File: src/rtl/vga_rect_filler_if.sv
// vga_rect_filler_if: request/pixel bundle between a draw controller and the
// rectangle filler.
//   master : controller side, drives start/mode/corners/fg and the downstream
//            stall, observes the pixel stream and busy/done.
//   slave  : filler side, the mirror image.
interface vga_rect_filler_if #(
  parameter int X_W   = 8,
  parameter int Y_W   = 7,
  parameter int COL_W = 3
);
  logic             start;
  logic [1:0]       mode;
  logic [X_W-1:0]   x0, x1;
  logic [Y_W-1:0]   y0, y1;
  logic [COL_W-1:0] fg;
  logic             stall;
  logic [X_W-1:0]   x;
  logic [Y_W-1:0]   y;
  logic [COL_W-1:0] colour;
  logic             plot;
  logic             busy;
  logic             done;

  modport master (
    output start, mode, x0, x1, y0, y1, fg, stall,
    input  x, y, colour, plot, busy, done
  );

  modport slave (
    input  start, mode, x0, x1, y0, y1, fg, stall,
    output x, y, colour, plot, busy, done
  );
endinterface

File: src/rtl/vga_rect_filler.sv
// vga_rect_filler: rasterises one clipped rectangle onto the VGA pixel port,
// one pixel per non-stalled clock.
//   CLOCK_50 : system clock (rising edge)
//   resetn   : synchronous active-low reset
//   abort    : (only with VGA_RECT_FILLER_ABORT_EN) end the current draw early
//   bus      : vga_rect_filler_if.slave
//              in : start, mode, x0/x1, y0/y1, fg, stall
//              out: x, y, colour, plot, busy, done
// Modes: 0 row-major solid, 1 column-major solid, 2 row-major colour cycle,
// 3 clear the full screen to colour 0.
// Optional feature macro: VGA_RECT_FILLER_ABORT_EN.
module vga_rect_filler #(
  parameter int X_W   = 8,
  parameter int Y_W   = 7,
  parameter int COL_W = 3,
  parameter int X_MAX = 159,
  parameter int Y_MAX = 119
) (
  input  logic CLOCK_50,
  input  logic resetn,
`ifdef VGA_RECT_FILLER_ABORT_EN
  input  logic abort,
`endif
  vga_rect_filler_if.slave bus
);

  typedef enum logic [1:0] {IDLE, SETUP, DRAW, DONE} state_t;

  localparam logic [X_W-1:0]   XM    = X_W'(X_MAX);
  localparam logic [Y_W-1:0]   YM    = Y_W'(Y_MAX);
  localparam logic [COL_W-1:0] C_ONE = COL_W'(1);
  localparam logic [COL_W-1:0] C_TOP = '1;

  state_t state, state_nxt;

  logic abort_w;
`ifdef VGA_RECT_FILLER_ABORT_EN
  assign abort_w = abort;
`else
  assign abort_w = 1'b0;
`endif

  // request captured at the start edge
  logic [1:0]       mode_q;
  logic [X_W-1:0]   x0_q, x1_q;
  logic [Y_W-1:0]   y0_q, y1_q;
  logic [COL_W-1:0] fg_q;

  // ordered bounds and the pixel cursor
  logic [X_W-1:0]   xl, xh, cx;
  logic [Y_W-1:0]   yl, yh, cy;
  logic [COL_W-1:0] ccol;

  // clamp + order, evaluated from the latched corners during SETUP
  logic [X_W-1:0] cx0, cx1, sxl, sxh;
  logic [Y_W-1:0] cy0, cy1, syl, syh;

  always_comb begin
    cx0 = (x0_q > XM) ? XM : x0_q;
    cx1 = (x1_q > XM) ? XM : x1_q;
    cy0 = (y0_q > YM) ? YM : y0_q;
    cy1 = (y1_q > YM) ? YM : y1_q;
    sxl = (cx0 < cx1) ? cx0 : cx1;
    sxh = (cx0 < cx1) ? cx1 : cx0;
    syl = (cy0 < cy1) ? cy0 : cy1;
    syh = (cy0 < cy1) ? cy1 : cy0;
    if (mode_q == 2'd3) begin
      sxl = '0;
      sxh = XM;
      syl = '0;
      syh = YM;
    end
  end

  logic accept, last;
  // abort suppresses plot so that plot&!stall always means "accepted"
  assign accept = (state == DRAW) && !bus.stall && !abort_w;
  assign last   = (cx == xh) && (cy == yh);

  always_ff @(posedge CLOCK_50) begin
    if (!resetn) state <= IDLE;
    else         state <= state_nxt;
  end

  always_comb begin
    state_nxt = state;
    case (state)
      IDLE:    if (bus.start) state_nxt = SETUP;
      SETUP:   state_nxt = abort_w ? DONE : DRAW;
      DRAW: begin
        if (abort_w)            state_nxt = DONE;
        else if (accept && last) state_nxt = DONE;
      end
      DONE:    state_nxt = IDLE;
      default: state_nxt = IDLE;
    endcase
  end

  always_ff @(posedge CLOCK_50) begin
    if (!resetn) begin
      mode_q <= '0;
      x0_q   <= '0;
      x1_q   <= '0;
      y0_q   <= '0;
      y1_q   <= '0;
      fg_q   <= '0;
      xl     <= '0;
      xh     <= '0;
      yl     <= '0;
      yh     <= '0;
      cx     <= '0;
      cy     <= '0;
      ccol   <= '0;
    end else begin
      if (state == IDLE && bus.start) begin
        mode_q <= bus.mode;
        x0_q   <= bus.x0;
        x1_q   <= bus.x1;
        y0_q   <= bus.y0;
        y1_q   <= bus.y1;
        fg_q   <= bus.fg;
      end

      if (state == SETUP && !abort_w) begin
        xl <= sxl;
        xh <= sxh;
        yl <= syl;
        yh <= syh;
        cx <= sxl;
        cy <= syl;
        case (mode_q)
          2'd2:    ccol <= C_ONE;
          2'd3:    ccol <= '0;
          default: ccol <= fg_q;
        endcase
      end

      // the cursor parks on the last pixel so x/y/colour hold afterwards
      if (accept && !last) begin
        if (mode_q == 2'd1) begin
          if (cy == yh) begin
            cy <= yl;
            cx <= cx + 1'b1;
          end else begin
            cy <= cy + 1'b1;
          end
        end else begin
          if (cx == xh) begin
            cx <= xl;
            cy <= cy + 1'b1;
          end else begin
            cx <= cx + 1'b1;
          end
        end
        // colour cycle skips 0
        if (mode_q == 2'd2)
          ccol <= (ccol == C_TOP) ? C_ONE : ccol + C_ONE;
      end
    end
  end

  assign bus.x      = cx;
  assign bus.y      = cy;
  assign bus.colour = ccol;
  assign bus.plot   = accept;
  assign bus.busy   = (state == SETUP) || (state == DRAW);
  assign bus.done   = (state == DONE);

endmodule

File: src/flat_wrapper.sv
// flat-port wrapper written by rule: the top's interface ports become plain ports
module vga_rect_filler_flat 
#(
  parameter int X_W   = 8,
  parameter int Y_W   = 7,
  parameter int COL_W = 3,
  parameter int X_MAX = 159,
  parameter int Y_MAX = 119
)
  (CLOCK_50, resetn, bus_start, bus_mode, bus_x0, bus_x1, bus_y0, bus_y1, bus_fg, bus_stall, bus_x, bus_y, bus_colour, bus_plot, bus_busy, bus_done);
  vga_rect_filler_if #(.X_W(X_W), .Y_W(Y_W), .COL_W(COL_W)) bus_i ();
  input  logic CLOCK_50;
  input  logic resetn;
  input wire logic [$bits(bus_i.start)-1:0] bus_start;
  input wire logic [$bits(bus_i.mode)-1:0] bus_mode;
  input wire logic [$bits(bus_i.x0)-1:0] bus_x0;
  input wire logic [$bits(bus_i.x1)-1:0] bus_x1;
  input wire logic [$bits(bus_i.y0)-1:0] bus_y0;
  input wire logic [$bits(bus_i.y1)-1:0] bus_y1;
  input wire logic [$bits(bus_i.fg)-1:0] bus_fg;
  input wire logic [$bits(bus_i.stall)-1:0] bus_stall;
  output wire logic [$bits(bus_i.x)-1:0] bus_x;
  output wire logic [$bits(bus_i.y)-1:0] bus_y;
  output wire logic [$bits(bus_i.colour)-1:0] bus_colour;
  output wire logic [$bits(bus_i.plot)-1:0] bus_plot;
  output wire logic [$bits(bus_i.busy)-1:0] bus_busy;
  output wire logic [$bits(bus_i.done)-1:0] bus_done;
  assign bus_i.start = bus_start;
  assign bus_i.mode = bus_mode;
  assign bus_i.x0 = bus_x0;
  assign bus_i.x1 = bus_x1;
  assign bus_i.y0 = bus_y0;
  assign bus_i.y1 = bus_y1;
  assign bus_i.fg = bus_fg;
  assign bus_i.stall = bus_stall;
  assign bus_x = bus_i.x;
  assign bus_y = bus_i.y;
  assign bus_colour = bus_i.colour;
  assign bus_plot = bus_i.plot;
  assign bus_busy = bus_i.busy;
  assign bus_done = bus_i.done;
  vga_rect_filler #(.X_W(X_W), .Y_W(Y_W), .COL_W(COL_W), .X_MAX(X_MAX), .Y_MAX(Y_MAX)) u_core (.CLOCK_50(CLOCK_50), .resetn(resetn), .bus(bus_i));
endmodule
File: config.mk
export PLATFORM = sky130hd
export DESIGN_NAME = vga_rect_filler_flat
export DESIGN_NICKNAME = d
export VERILOG_FILES = /design/src/rtl/vga_rect_filler_if.sv /design/src/rtl/vga_rect_filler.sv /design/src/flat_wrapper.sv
export SDC_FILE = /design/constraint.sdc
export NUM_CORES = 1
export LEC_CHECK = 0
export ABC_AREA = 1
export BUFFER_PORTS_ARGS = -buffer_cell sky130_fd_sc_hd__buf_2
export CELL_PAD_IN_SITES_DETAIL_PLACEMENT = 0
export CELL_PAD_IN_SITES_GLOBAL_PLACEMENT = 2
export CORE_AREA = 5 5 139 141
export DETAILED_ROUTE_END_ITERATION = 10
export DIE_AREA = 0 0 144 146
export GPL_TIMING_DRIVEN = 0
export PLACE_DENSITY_LB_ADDON = 0.25
export SLEW_MARGIN = 20
export SYNTH_ARGS = -nofsm -noshare
export SYNTH_HDL_FRONTEND = slang
export SYNTH_SLANG_ARGS = --single-unit
File: constraint.sdc
create_clock -name CLOCK_50 -period 2.5 [get_ports CLOCK_50]
set_clock_uncertainty 0.2 [all_clocks]
set_input_delay 0.125 -clock CLOCK_50 [delete_from_list [all_inputs] [get_ports CLOCK_50]]
set_output_delay 0.125 -clock CLOCK_50 [all_outputs]
set_load 0.005 [all_outputs]
==> summary.md, run 1 <==
| Metric | Value |
|---|---|
| Sequential area share after synthesis | roughly 33% |
| Final ANT Viol Nets | 0 |
| Nets | 930 |
| Core outline area | 17840 µm² |
| Antenna diodes | 0 |
| Clock sink count | between 80 and 90 |
| Site Rows | 49 |
| Starting Density | between 20 and 30% |
| Die width | about 140 µm |
| Busiest grt layer | met2 |
| Normalized max-slew margin | 53.51% |
| WL final | 16240 µm |
| Leakage | roughly 2.9 nW |
| Mean post-synth cell area | 6.796 µm² |
| Top-level I/O count | 60 |
| Clock Latency Late Sink | 0.34 ns |
| Vias per std cell | 4.572 |
| Num CTS Buffers | 9 |
| Clk slew on worst S/H paths | ~0.070 ns |
| Area of the mapped netlist | 5117 µm² |
| Hold Crit Class | input port to register |
| Share of cells above drive strength 1 | 19.31% |
| Fmax | 422.9 MHz |
| Finish-stage setup viols | 0 |
| HPWL Detailed | 12440 µm |
| CP Data Arrival Time | 2.36 ns |
| Crit path max fanout | 10 |
| Max Slew Vio Count | 0 |
| Router iterations before antenna repair | 5 |
| Synth cell types | 37 |
| Remaining DRCs | 0 |
| Syn-to-layout area delta | 27.78% |
| Vias in the first global route | 4961 |
| Slew of the pin with the lowest slew margin | ~0.70 ns |
| GRT Residual Overflow | 0 |
| Largest net degree at the start of global routing | 13 |
| Warnings, synthesis | 0 |
| Yosys reg bits | 85 |
| Post-Place Setup Slack | -0.3631 ns |
| Area of the multi-input gates | 3024 µm² |
| Area leader, netlist | dfxtp_1 |
| Pwr Density | 1570 nW/µm² |
| Post-synth EDFFs | 0 |
| Die H | around 150 µm |
| First-pass GRT wire length | 26100 µm |
| Syn Nets | 812 |
| Routed wire length per instance | 14.71 µm |
| Reg area | 1714 µm² |
| Syn Inst Count | 753 |
| CTS root buf | clkbuf_16 |
| CP Capture Type | register |
| VDD IR max | 0.5778 mV |
| Tmin final | around 2.4 ns |
| Met1 usage | between 20% and 30% |
| Placed inst area | 5699 µm² |
| Htree depth | 3 |
| Top FF cell, synth | dfxtp_1 |
| Most common cell in the synthesized netlist | nand2_1 |
| Vias | 5048 |
| Critical Path Start Type | register |
| Period Utilization, post-route | 94.59% |
| Fin area | approximately 6500 µm² |
| M2 GR Usage | 24.72% |
| Initial antenna violation count | 0 |
| DRT iter0 DRCs | 301 |
| Final hold vios | 0 |
| Gpl congestion | about 0.82 |
| Slack of the critical path | around 0.14 ns |
| CTS tree | yes |
| I/O Buffers | 59 |
| Ys async rst share | 0% |
| PnR Total Power | 10.26 mW |
| Synth top area cells | dfxtp_1 (33%), nand2_1 (11%), o21ai_0 (7.4%) |
| Fillers | 1892 |
| Post-synth top cells | nand2_1 (150), nor2_1 (98), dfxtp_1 (85) |
| Critical setup path kind | register to register |
| Max-cap violations | 0 |
| Critical Path RT | 2.50 ns |
| Status | completed |
| Met3 Usage GRT | 2.070% |
| Global-route usage over all layers | between 10% and 20% |
| Die footprint | approximately 21000 µm² |
| Bufs on Longest Clock Path | 2 |
| Synth top area share | 33.25% |
[critical path, stage by stage (launching register included)]
cell and delay (ns):
dfxtp_2 0.34, nor2_2 0.15, nor2_4 0.06, nor2_2 0.14, inv_1 0.06, ha_1 0.19, a21oi_1 0.14, nor2_1 0.07
a211oi_2 0.19, buf_4 0.16, clkbuf_4 0.19, nand3_1 0.09, nand3_1 0.15, a21oi_1 0.08
[where the power goes]
| part | internal [mW] | leakage, nW | switching (mW) |
|---|---|---|---|
| clock | 0.750 | 0.139 | 0.549 |
| combinational | 2.46 | 2.09 | 4.16 |
| sequential | 1.89 | 0.701 | 0.461 |
| total | 5.09 | 2.93 | 5.17 |
[metrics by stage]
step | setup TNS [ns] | util (%) | hold slack (ns) | cells
floorplan | 0 | - | 0.09168 | 753
global route | -0.0006091 | 36.65 | 0.05702 | 1104
global placement | -7.372 | 31.94 | 0.1746 | 1041
detailed placement | -7.970 | 31.94 | 0.1849 | 1041
finish | 0 | 36.65 | 0.02880 | 1104
CTS | 0 | 35.84 | 0.01290 | 1097
[registers in the layout (all words and copies together) (netlist names), 7 cells and up]
| register | flops |
|---|---|
| u_core.bus.x | 8 |
| u_core.bus.y | 7 |
| u_core.x0_q | 8 |
| u_core.x1_q | 8 |
| u_core.xh | 8 |
| u_core.xl | 8 |
| u_core.y0_q | 7 |
| u_core.y1_q | 7 |
| u_core.yh | 7 |
| u_core.yl | 7 |
[area by class of cell]
class                      count  share of cell area, %
clock inverter                 1                0.07654
tap                          229                  4.382
sequential                    85                  26.22
timing repair buffer         107                  11.63
inverter                      73                  4.229
buffer                        39                  3.023
multi-input combinational    556                  46.25
clock buffer                  14                  4.191
[cells in the final DEF, fill, tap and decap left out, types with 6 or more instances in the layout]
cell,n
o21ai_0,75
clkbuf_1,26
dfxtp_1,77
dlygate4sd3_1,37
a21oi_1,50
nor2_2,9
dfxtp_2,7
ha_1,19
nand2_2,7
a21oi_2,19
xnor2_1,6
a31oi_1,6
nor2_1,91
nand3b_1,9
nand3_2,11
inv_1,66
clkbuf_16,9
nand2_1,145
nand3_1,63
buf_4,10
xor2_1,17
buf_2,66
[metal layers]
layer  part of all wire (%)  routed length, µm
met5                      0                  0
met4                    1.3                204
met3                    3.0                486
met2                     45               7311
met1                     51               8235
[cell families after synthesis]
group | count (synthesis) | synth area share, %
XOR/XNOR | 23 | 3.936
flip-flops | 85 | 33.25
AND/OR/NAND/NOR | 350 | 30.71
adder cells (fa/ha/maj) | 20 | 4.890
AO/OA/AOI/OAI | 163 | 18.02
buffers and inverters | 112 | 9.193
[final timing paths]
check                        end  slack (ns)      startpoint  cells after the start
hold reg to reg   u_core.fg_q[1]        0.25  u_core.fg_q[1]                      2
setup reg to reg    u_core.xl[2]        0.14  u_core.x0_q[5]                     13
setup / recovery    u_core.xl[2]        0.14  u_core.x0_q[5]                     13
hold / removal      u_core.yl[0]        0.03          resetn                      3
[repair_timing]
item	in CTS	in global routing
pin swaps	3	8
setup buffers	4	7
hold buffers	37	0
setup endpoints to repair	45	38
hold endpoints to repair	37	0
gates resized for setup	4	31
No activity file was read; power rests on OpenSTA's default activity.
==> inputs of run 2 (changes only) <==
--- a/config.mk
+++ b/config.mk
@@ -5,13 +5,12 @@
 export SDC_FILE = /design/constraint.sdc
 export NUM_CORES = 1
 export LEC_CHECK = 0
-export ABC_AREA = 1
 export BUFFER_PORTS_ARGS = -buffer_cell sky130_fd_sc_hd__buf_2
 export CELL_PAD_IN_SITES_DETAIL_PLACEMENT = 0
 export CELL_PAD_IN_SITES_GLOBAL_PLACEMENT = 2
-export CORE_AREA = 5 5 139 141
+export CORE_AREA = 5 5 131 133
 export DETAILED_ROUTE_END_ITERATION = 10
-export DIE_AREA = 0 0 144 146
+export DIE_AREA = 0 0 136 138
 export GPL_TIMING_DRIVEN = 0
 export PLACE_DENSITY_LB_ADDON = 0.25
 export SLEW_MARGIN = 20
==> summary.md, run 2 <==
| Metric | Value |
|---|---|
| Top-level I/O count | 60 (unchanged) |
| Post-Place Setup Slack | -0.7493 ns (-0.3862 ns) |
| Leakage | 2.833 nW (-3.5%) |
| Most common cell after layout, fill and taps aside | nand2_1 |
| Share of cells above drive strength 1 | 33.89% (+15 points) |
| Bufs on Longest Clock Path | 2 (unchanged) |
| CTS root buf | clkbuf_16 |
| VDD IR max | 0.5304 mV (-8.2%) |
| Hold wc startpoint | bus_start |
| Slack of the critical path | -0.1607 ns (-0.2959 ns) |
| Syn-to-layout area delta | 47.19% |
| Router iterations before antenna repair | 5 (unchanged) |
| Final hold vios | 0 (unchanged) |
| CTS tree | yes |
| CP peak stage delay | 0.55 ns (+0.21 ns) |
| Bufs and invs on worst path | 2 (-1) |
| Syn Inst Count | 629 (-16%) |
| Yosys reg bits | 85 (unchanged) |
| Nets | 836 (-10%) |
| Gpl congestion | 0.8486 (+3.6%) |
| RSZ-0062 raised after global routing | true |
| CP startpoint | u_core.x0_q[6] |
| Complex-gate fraction of the synthesized area | 27.86% (+9.8 points) |
| Hold Crit Class | input port to register |
| Syn Nets | 688 (-15%) |
| Clk slew on worst S/H paths | 0.06 ns (about the same) |
| Placed inst area | 5424 µm² (-4.8%) |
| Remaining DRCs | 0 (unchanged) |
| CP Capture Type | register |
| Pwr Density | 1325 nW/µm² (-16%) |
| Clock Latency Late Sink | 0.35 ns (about the same) |
| Synth cell types | 59 (+59%) |
| Num CTS Buffers | 9 (unchanged) |
| Antenna diodes | 0 (unchanged) |
| Max Slew Vio Count | 0 (unchanged) |
| CP Cell Sequence | o21a_4 > nor2_4 > inv_2 > ha_4 > a21oi_2 > o21ai_2 > or4_4 > buf_8 > nand3_2 > o211ai_1 > a221oi_1 |
| Site Rows | 46 (-6.1%) |
| Htree depth | 3 (unchanged) |
| Mux cell area share after synthesis | 1.767% (+1.8 points) |
| Global-route usage over all layers | 18.06% (+2.5 points) |
| Status | finished, violations left |
| Critical Path RT | 2.54 ns (+0.04 ns) |
| GRT Residual Overflow | 0 (unchanged) |
| Most common cell in the synthesized netlist | nand2_1 |
| Area of the mapped netlist | 4815 µm² (-5.9%) |
| Placed cells | 904 (-13%) |
| Sum Neg Setup Slack | -1.518 ns (-1.518 ns) |
| Post-synth top cells | nand2_1 (115), a21oi_1 (94), dfxtp_1 (85) |
| Crit path max-delay family | compound AO/OA/AOI/OAI gates |
| Max-cap violations | 0 (unchanged) |
| HPWL Detailed | 12180 µm (-2.1%) |
| Finish-stage setup viols | 27 (+27) |
| Post-synth EDFFs | 0 (unchanged) |
| Sequential area share after synthesis | 35.34% (+2.1 points) |
| Cell Count, Final, Fillers Out | 998 (-9.6%) |
| Starting Density | 30.64% (+2.0 points) |
| Vias per std cell | 5.089 (+11%) |
| Final ANT Viol Nets | 0 (unchanged) |
| Post-synthesis simple-gate area fraction | 18.92% (-12 points) |
| Normalized max-slew margin | 51.31% (-2.2 points) |
| Period Utilization, post-route | 106.4% (+12 points) |
| Routed wire length per instance | 17.17 µm (+17%) |
| Initial antenna violation count | 0 (unchanged) |
| Largest net degree at the start of global routing | 15 (+2) |
| Core outline area | 15710 µm² (-12%) |
| Synth top area share | 35.34% (+2.1 points) |
| Crit Reg-Reg Startpoint | u_core.x0_q[6] |
| Clock sink count | 85 (unchanged) |
| Most frequent cells in the layout | nand2_1 (108), a21oi_1 (75), dfxtp_1 (67), buf_2 (61), buf_4 (40) |
| Vias in the first global route | 4984 (+0.46%) |
| WL final | 17140 µm (+5.5%) |
| First-pass GRT wire length | 26880 µm (+3.0%) |
| Critical Path Start Type | register |
| Crit path max fanout | 8 (-2) |
| Vias | 5079 (+0.61%) |
| CP Data Arrival Time | 2.70 ns (+0.34 ns) |
| Synth Area in Adders | 5.198% (+0.31 points) |
| Tmin final | 2.661 ns (+0.2959 ns) |
| DRT iter0 DRCs | 310 (+3.0%) |
| Synth top area cells | dfxtp_1 (35%), a21oi_1 (9.8%), nand2_1 (9.0%) |
| Warnings, synthesis | 0 (unchanged) |
| Failing checks | setup timing |
| Fmax | 375.8 MHz (-11%) |
| Die footprint | 18770 µm² (-11%) |
| Slew of the pin with the lowest slew margin | 0.7304 ns (+0.03299 ns) |
| Fin area | 7087 µm² (+8.4%) |
| Die width | 136 µm (-5.6%) |
| Die H | 138 µm (-5.5%) |
| Critical setup path kind | register to register |
| Main combinational cell family by area after synthesis | compound AO/OA/AOI/OAI gates |
| Top FF cell, synth | dfxtp_1 |
| Crit-path slowest cell | or4_4 |
| Mean post-synth cell area | 7.654 µm² (+13%) |
| Area leader, netlist | dfxtp_1 |
| I/O Buffers | 59 (unchanged) |
| Ys async rst share | 0% (unchanged) |
| Post-Synth XOR/XNOR Area | 4.730% (+0.79 points) |
run 2: changes by cell type after synthesis, sizes merged, moves of 9 or more:
| cell | change |
|---|---|
| o21ai | -39 |
| inv | -52 |
| o22ai | +9 |
| a21oi | +25 |
| nor2 | -65 |
| nand3b | -9 |
| a221oi | +14 |
| nand3 | -55 |
| nand2 | -41 |
run 2: layout make-up:
type | count | area (µm²)
fillers | 1541 | 8626
multi-input cells | 482 | 3417
flip-flops and latches | 85 | 1742
repair buffers | 141 | 1042
well taps | 216 | 270.3
clock buffers | 11 | 252.7
plain buffers | 39 | 226.5
inverters | 19 | 77.57
clock inverters | 5 | 58.81
run 2: path summary, 6_finish.rpt:
path | endpoint | slack [ns] | cells after the start
max | u_core.bus.x[3] | -0.16 | 11
min | u_core.state[0] | 0.02 | 4
max reg2reg | u_core.bus.x[3] | -0.16 | 11
min reg2reg | u_core.x0_q[3] | 0.26 | 2
run 2: tightest hold or removal path, delay by kind of cell:
| kind | cells | cell delay (ns) |
|---|---|---|
| compound gates | 2 | 0.25 |
| simple gates | 1 | 0.05 |
| buf+inv | 1 | 0.09 |
run 2: timing repair:
action / in CTS / in global routing
gates cloned: 1 / 0
hold buffers: 35 / 0
pin swaps: 35 / 27
buffers inserted: 35 / 12
setup endpoints to repair: 48 / 47
hold endpoints to repair: 35 / 0
resized for setup: 107 / 77
run 2: through the flow:
step	hold WS, ns	utilization (%)	power [mW]
6_report	0.02454	45.10	9.390
3_5_place_dp	0.1696	34.52	6.399
5_1_grt	0.06271	45.10	10.04
4_1_cts	0.006500	42.75	8.759
2_1_floorplan	0.05345	-	5.054
3_3_place_gp	0.1621	34.52	6.323
run 2: power by group:
group | leakage, nW | switching, mW | internal, mW
combinational | 1.98 | 3.39 | 2.40
sequential | 0.704 | 0.453 | 1.74
clock | 0.148 | 0.582 | 0.829
total | 2.83 | 4.42 | 4.97
run 2: logic make-up after synthesis:
group,count (synthesis)
fa+ha+maj,20
buf+inv,62
simple gates,210
compound gates,218
xor+xnor,26
mux,8
flops,85
run 2: metal layers:
metal	GRT usage [%]	wire length, µm
met5	0	0
met4	6.631	310
met3	3.012	683
met2	28.24	8069
met1	24.96	8070
